### src/rtl/spi_jtag_pkg.sv
// Shared types and field layout for the JTAG USER-register to SPI flash bridge.
// The header is 8 bits: channel in the low bits, CS-hold flag in the MSB.
package spi_jtag_pkg;

    localparam int unsigned HDR_W     = 8;
    localparam int unsigned CH_BITS   = 3;
    localparam int unsigned HOLD_BIT  = 7;
    localparam int unsigned LEN_W_DEF = 16;

    typedef enum logic [2:0] {
        StIdle,
        StHdr,
        StLen,
        StPayload,
        StDrain,
        StDone
    } state_e;

endpackage

### src/rtl/spi_rd_delay_line.sv
// Fixed-length 1-bit delay line re-aligning flash MISO with the TDO sampling point.
// A DEPTH of 0 is a plain wire.
module spi_rd_delay_line #(
    parameter int unsigned DEPTH = 1
) (
    input  logic clk,
    input  logic rst_n,
    input  logic din,
    output logic dout
);

    if (DEPTH == 0) begin : g_pass
        assign dout = din;
    end else begin : g_shift
        logic [DEPTH-1:0] sr_q;
        logic [DEPTH:0]   ext;

        assign ext  = {sr_q, din};
        assign dout = sr_q[DEPTH-1];

        always_ff @(posedge clk) begin
            if (!rst_n) begin
                sr_q <= '0;
            end else begin
                sr_q <= ext[DEPTH-1:0];
            end
        end
    end

endmodule

### src/rtl/spi_jtag_bridge.sv
// JTAG DR-scan to SPI bridge: parses header and bit count, gates SCK for the payload,
// drives one chip select and returns delayed MISO on TDO.
module spi_jtag_bridge
    import spi_jtag_pkg::*;
#(
    parameter int unsigned NUM_CS   = 2,
    parameter int unsigned RD_DELAY = 1,
    parameter int unsigned LEN_W    = LEN_W_DEF
) (
    input  logic              clk,
    input  logic              rst_n,
    input  logic              tap_sel,
    input  logic              tap_capture,
    input  logic              tap_shift,
    input  logic              tap_update,
    input  logic              tap_runtest,
    input  logic              tap_tdi,
    output logic              tap_tdo,
    output logic              spi_sck_en,
    output logic              spi_mosi,
    input  logic [NUM_CS-1:0] spi_miso,
    output logic [NUM_CS-1:0] spi_csn,
    output logic              xfer_done,
    output logic              xfer_err
);

    localparam logic [LEN_W-1:0] HDR_LAST   = LEN_W'(HDR_W - 1);
    localparam logic [LEN_W-1:0] LEN_LAST   = LEN_W'(LEN_W - 1);
    localparam logic [LEN_W-1:0] DRAIN_LAST = LEN_W'(RD_DELAY - 1);

    state_e               state_q, state_d;
    logic [LEN_W-1:0]     cnt_q, cnt_d, cnt_inc;
    logic [HDR_W-1:0]     hdr_q, hdr_d, hdr_next;
    logic [LEN_W-1:0]     len_q, len_d, len_next;
    logic [CH_BITS-1:0]   ch_q, ch_d;
    logic                 hold_q, hold_d, ch_ok_q, ch_ok_d, new_ok;
    logic [NUM_CS-1:0]    csn_q, csn_d;
    logic                 done_q, done_d, err_q, err_d;
    logic                 bit_en, cap, upd, miso_sel, miso_dly;

    assign bit_en   = tap_sel & tap_shift;
    assign cap      = tap_sel & tap_capture;
    assign upd      = tap_sel & tap_update;
    assign hdr_next = {tap_tdi, hdr_q[HDR_W-1:1]};
    assign len_next = {tap_tdi, len_q[LEN_W-1:1]};
    assign cnt_inc  = (cnt_q == '1) ? cnt_q : cnt_q + 1'b1;
    assign new_ok   = 32'(hdr_next[CH_BITS-1:0]) < NUM_CS;

    always_comb begin
        state_d = state_q;
        cnt_d   = cnt_q;
        hdr_d   = hdr_q;
        len_d   = len_q;
        ch_d    = ch_q;
        hold_d  = hold_q;
        ch_ok_d = ch_ok_q;
        csn_d   = csn_q;
        done_d  = 1'b0;
        err_d   = 1'b0;
        if (tap_runtest) begin
            state_d = StIdle;
            cnt_d   = '0;
            hold_d  = 1'b0;
            csn_d   = '1;
        end else begin
            // Update is resolved before a same-cycle capture; a held CS survives only in DONE.
            if (upd && state_q != StDone) begin
                csn_d   = '1;
                state_d = StIdle;
                err_d   = (state_q != StIdle);
            end
            if (cap) begin
                state_d = StHdr;
                cnt_d   = '0;
            end else if (!upd && bit_en) begin
                case (state_q)
                    StHdr: begin
                        hdr_d = hdr_next;
                        if (cnt_q == HDR_LAST) begin
                            state_d = StLen;
                            cnt_d   = '0;
                            ch_d    = hdr_next[CH_BITS-1:0];
                            hold_d  = hdr_next[HOLD_BIT];
                            ch_ok_d = new_ok;
                            err_d   = !new_ok;
                            for (int i = 0; i < NUM_CS; i++) begin
                                if (!(new_ok && hdr_next[CH_BITS-1:0] == CH_BITS'(i))) begin
                                    csn_d[i] = 1'b1;
                                end
                            end
                        end else begin
                            cnt_d = cnt_inc;
                        end
                    end
                    StLen: begin
                        len_d = len_next;
                        if (cnt_q == LEN_LAST) begin
                            cnt_d = '0;
                            if (len_next == '0) begin
                                state_d = StDone;
                                done_d  = 1'b1;
                                if (!hold_q) csn_d = '1;
                            end else begin
                                state_d = StPayload;
                                for (int i = 0; i < NUM_CS; i++) begin
                                    if (ch_ok_q && ch_q == CH_BITS'(i)) csn_d[i] = 1'b0;
                                end
                            end
                        end else begin
                            cnt_d = cnt_inc;
                        end
                    end
                    StPayload: begin
                        if (cnt_q == len_q - 1'b1) begin
                            cnt_d  = '0;
                            done_d = 1'b1;
                            if (RD_DELAY > 0) begin
                                state_d = StDrain;
                            end else begin
                                state_d = StDone;
                                if (!hold_q) csn_d = '1;
                            end
                        end else begin
                            cnt_d = cnt_inc;
                        end
                    end
                    StDrain: begin
                        if (cnt_q == DRAIN_LAST) begin
                            state_d = StDone;
                            cnt_d   = '0;
                            if (!hold_q) csn_d = '1;
                        end else begin
                            cnt_d = cnt_inc;
                        end
                    end
                    StDone:  cnt_d = cnt_inc;
                    default: state_d = state_q;
                endcase
            end
        end
    end

    always_ff @(posedge clk) begin
        if (!rst_n) begin
            state_q <= StIdle;
            cnt_q   <= '0;
            hdr_q   <= '0;
            len_q   <= '0;
            ch_q    <= '0;
            hold_q  <= 1'b0;
            ch_ok_q <= 1'b0;
            csn_q   <= '1;
            done_q  <= 1'b0;
            err_q   <= 1'b0;
        end else begin
            state_q <= state_d;
            cnt_q   <= cnt_d;
            hdr_q   <= hdr_d;
            len_q   <= len_d;
            ch_q    <= ch_d;
            hold_q  <= hold_d;
            ch_ok_q <= ch_ok_d;
            csn_q   <= csn_d;
            done_q  <= done_d;
            err_q   <= err_d;
        end
    end

    always_comb begin
        miso_sel = 1'b0;
        for (int i = 0; i < NUM_CS; i++) begin
            if (ch_ok_q && ch_q == CH_BITS'(i)) miso_sel = spi_miso[i];
        end
    end

    spi_rd_delay_line #(
        .DEPTH(RD_DELAY)
    ) u_rd_delay (
        .clk  (clk),
        .rst_n(rst_n),
        .din  (miso_sel),
        .dout (miso_dly)
    );

    always_comb begin
        case (state_q)
            StHdr, StLen:       tap_tdo = tap_tdi;
            StPayload, StDrain: tap_tdo = miso_dly;
            default:            tap_tdo = 1'b0;
        endcase
    end

    assign spi_sck_en = bit_en & (state_q == StPayload);
    assign spi_mosi   = (state_q == StPayload) ? tap_tdi : 1'b0;
    assign spi_csn    = csn_q;
    assign xfer_done  = done_q;
    assign xfer_err   = err_q;

endmodule

### config.mk
export PLATFORM = sky130hd
export DESIGN_NAME = spi_jtag_bridge
export DESIGN_NICKNAME = d
export VERILOG_FILES = /design/src/rtl/spi_jtag_pkg.sv /design/src/rtl/spi_rd_delay_line.sv /design/src/rtl/spi_jtag_bridge.sv
export SDC_FILE = /design/constraint.sdc
export NUM_CORES = 1
export LEC_CHECK = 0
export CAP_MARGIN = 15
export CORE_UTILIZATION = 65
export DETAILED_ROUTE_END_ITERATION = 8
export PLACE_DENSITY_LB_ADDON = 0.12
export SLEW_MARGIN = 0
export SYNTH_ARGS = -nofsm -noshare
export SYNTH_HDL_FRONTEND = slang
export SYNTH_SLANG_ARGS = --single-unit
### constraint.sdc
create_clock -name clk -period 7.2 [get_ports clk]
set_clock_uncertainty 0.05 [all_clocks]
set_input_delay 1.44 -clock clk [delete_from_list [all_inputs] [get_ports clk]]
set_output_delay 1.44 -clock clk [all_outputs]
set_load 0.05 [all_outputs]
==> metrics.yaml <==
area_delta_synth_final_pct: 8.11
ant_nets: 0
cp.arrival_ps: 3140
period_needed_ps: 4630
synth_edf_count: 0
r2r-start: "cnt_q[5]"
power.density_nw_per_um2: 155
drc_errors: 0
path_cells: "clkdlybuf4s50_1, a21oi_1, o21ai_0, clkdlybuf4s50_1"
finalCritPeriodShare_pct: 64.3
cp-startpoint: "tap_tdi"
dr.pass1.iters: 5
fp.dieH_um: 72.6
wl_um: 7320
min_from: "ch_q[1]"
cp.buffers_inverters: 2
crit_path_max_incr_delay_ps: 840
place_congestion: 0.895
final-hold-violation-count: 0
overflow: 0
clk_pin_slew_ps: 90
grt.total_usage_pct: 30.4
ys_seq_elements: 52
n_antenna_cell: 0
postCtsSetupBuffers: 0
tightest_slew_ps: 829
finalSetupViolCount: 0
irDropWorstVdd_uv: 110
htreeDepth: 2
drive_gt1_share_pct: 5.58
pin_count: 17
ys_types: 59
cp_slowest_cell: "clkdlybuf4s50_1"
wl_per_cell_um: 15.3
worstSkewPairLatency_ps: 310
initial_core_util_pct: 68.2
critPathMostFrequentCell: "clkdlybuf4s50_1"
drt_iter0_drc: 212
port-buffer-count: 16
grt_setup_unrepaired: "no"
nets: 425
clock.fmax_mhz: 216
cp-start-kind: "input pin"
ys_seq_area_share_pct: 32.1
crit_type: "in -> out"
rows: 25
cts_tree: "built"
syn_inst: 412
antenna_found_initial: 0
fp.coreArea_sq_um: 4750
grt_pass1_vias: 2722
ctsHoldBuffers: 0
synthesis.area_sq_um: 3240
clockRootBuffer: "clkbuf_8"
grt_start_max_net_pins: 30
outcome: "finished, final reports clean"
timing.setup.tns_ps: 0
cts_sinks: 52
synth_ff_type: "dfxtp_1"
dieArea_sq_um: 5270
hold_slack_ps: 448
cts_resized: 0
syn_area_per_cell_sq_um: 7.87
via_count: 2910
maxSlewViolCount: 0
dpl.hpwl_um: 5230
critPathMaxFanout: 6
clock_path_buffers: 2
async_flop_share_pct: 0
slew_headroom_pct: 44.6
cts_made_buffers: 5
hold_class: "reg -> reg"
end_kind: "output port"
power_leakage_nw: 1.24
synth_nets: 425
crit_family: "buffers and inverters"
grt_pass1_wl_um: 12600
crit_required_ps: 5710
viasPerCell: 6.08
chipWidth_um: 72.6
drv_cap: 0
yosysWarnings: 0
-- kinds of logic (layout without fill, tap and decap cells) --
logic type | after synthesis | after routing | synth area share [%]
flip-flops | 52 | 52 | 32.1
XOR/XNOR | 33 | 33 | 8.92
AND/OR/NAND/NOR | 205 | 205 | 33.3
buffers and inverters | 32 | 32 | 4.44
adder cells (fa/ha/maj) | 3 | 3 | 1.16
AO/OA/AOI/OAI | 76 | 76 | 16.6
multiplexers | 11 | 11 | 3.44
-- layout make-up --
type | instances | area, sq um
inverter | 9 | 33.8
clock buffer | 5 | 68.8
sequential | 52 | 1040
clock inverter | 2 | 60.1
tap | 67 | 83.8
timing repair buffer | 16 | 160
fill | 380 | 1250
multi-input combinational | 328 | 2060
-- flip-flops by register name, indices dropped and copies added, names as in the netlist --
| name | flops |
|---|---|
| xfer_done | 1 |
| hdr_q | 7 |
| ch_q | 3 |
| ch_ok_q | 1 |
| xfer_err | 1 |
| spi_csn | 2 |
| hold_q | 1 |
| cnt_q | 16 |
| state_q | 3 |
| u_rd_delay.dout | 1 |
| len_q | 16 |
-- per-layer routing --
metal / up-vias / part of all wire [%] / GRT usage (%)
li1: 1449 / - / -
met1: 1361 / 47 / 43.4
met2: 89 / 46 / 46.8
met3: 11 / 5.3 / 5.25
met4: 0 / 1.6 / 9.15
met5: - / 0 / 0
-- through the flow --
step	power (mW)	area [sq um]	util, %	worst slack (ps)	std cells
6_report	0.541	3500	73.7	2570	479
5_1_grt	0.560	3500	73.7	2530	479
4_1_cts	0.545	3500	73.7	2580	479
3_5_place_dp	0.317	3370	71.0	2570	472
3_3_place_gp	0.316	3370	71.0	2630	472
2_1_floorplan	0.308	3240	-	3140	412
-- placed cells by master (no fill, tap or decap), types with 3 or more instances in the layout --
master and instances:
and4_1 3, o22ai_1 3, xor2_1 16, inv_1 9, clkdlybuf4s50_1 16, clkbuf_8 5, ha_1 3, dfxtp_1 52
nand3b_1 4, or3_1 9, xnor2_1 17, nand2b_1 7, nor2_1 36, or4_1 3, and3_1 5, nand3_1 17
nor4_1 6, a21boi_0 19, nand2_1 59, and2_1 3, mux2i_1 10, a21oi_1 15, nor3_1 14, nand4_1 10
o21ai_0 12, nor2b_1 13, a211oi_1 3, or2_2 4
-- cell usage after synthesis, drive strengths merged, types with 10 or more instances --
library cell / n / area share, %
a21boi: 19 / 4.4
a21oi: 15 / 2.3
clkbuf: 15 / 1.7
dfxtp: 52 / 32
mux2i: 10 / 3.1
nand2: 59 / 6.8
nand3: 17 / 2.6
nand4: 10 / 1.9
nor2: 37 / 4.4
nor2b: 13 / 2.5
nor3: 16 / 3.2
o21ai: 13 / 2.1
xnor2: 17 / 4.6
xor2: 16 / 4.3
-- worst register-to-register path, cell delays in order, from the launching register on --
cell      delay (ps)
dfxtp_1          400
nor4_1           750
nand4b_1         240
or2_2            370
o22ai_1          290
a41oi_2          110
o21ai_2          530
nor2_1           130
-- worst paths after layout --
| path | cells after the start | slack (ps) | to |
|---|---|---|---|
| worst max-delay path | 4 | 2570 | tap_tdo |
| worst min-delay path | 2 | 450 | ch_q[1] |
| worst min register to register | 2 | 450 | ch_q[1] |
| worst max register to register | 7 | 4190 | cnt_q[9] |
-- power breakdown --
group	switching [mW]	internal [mW]
registers	0.00135	0.288
clock network	0.0946	0.137
logic	0.0113	0.00968
total	0.107	0.434
No activity file was read; power rests on OpenSTA's default activity.
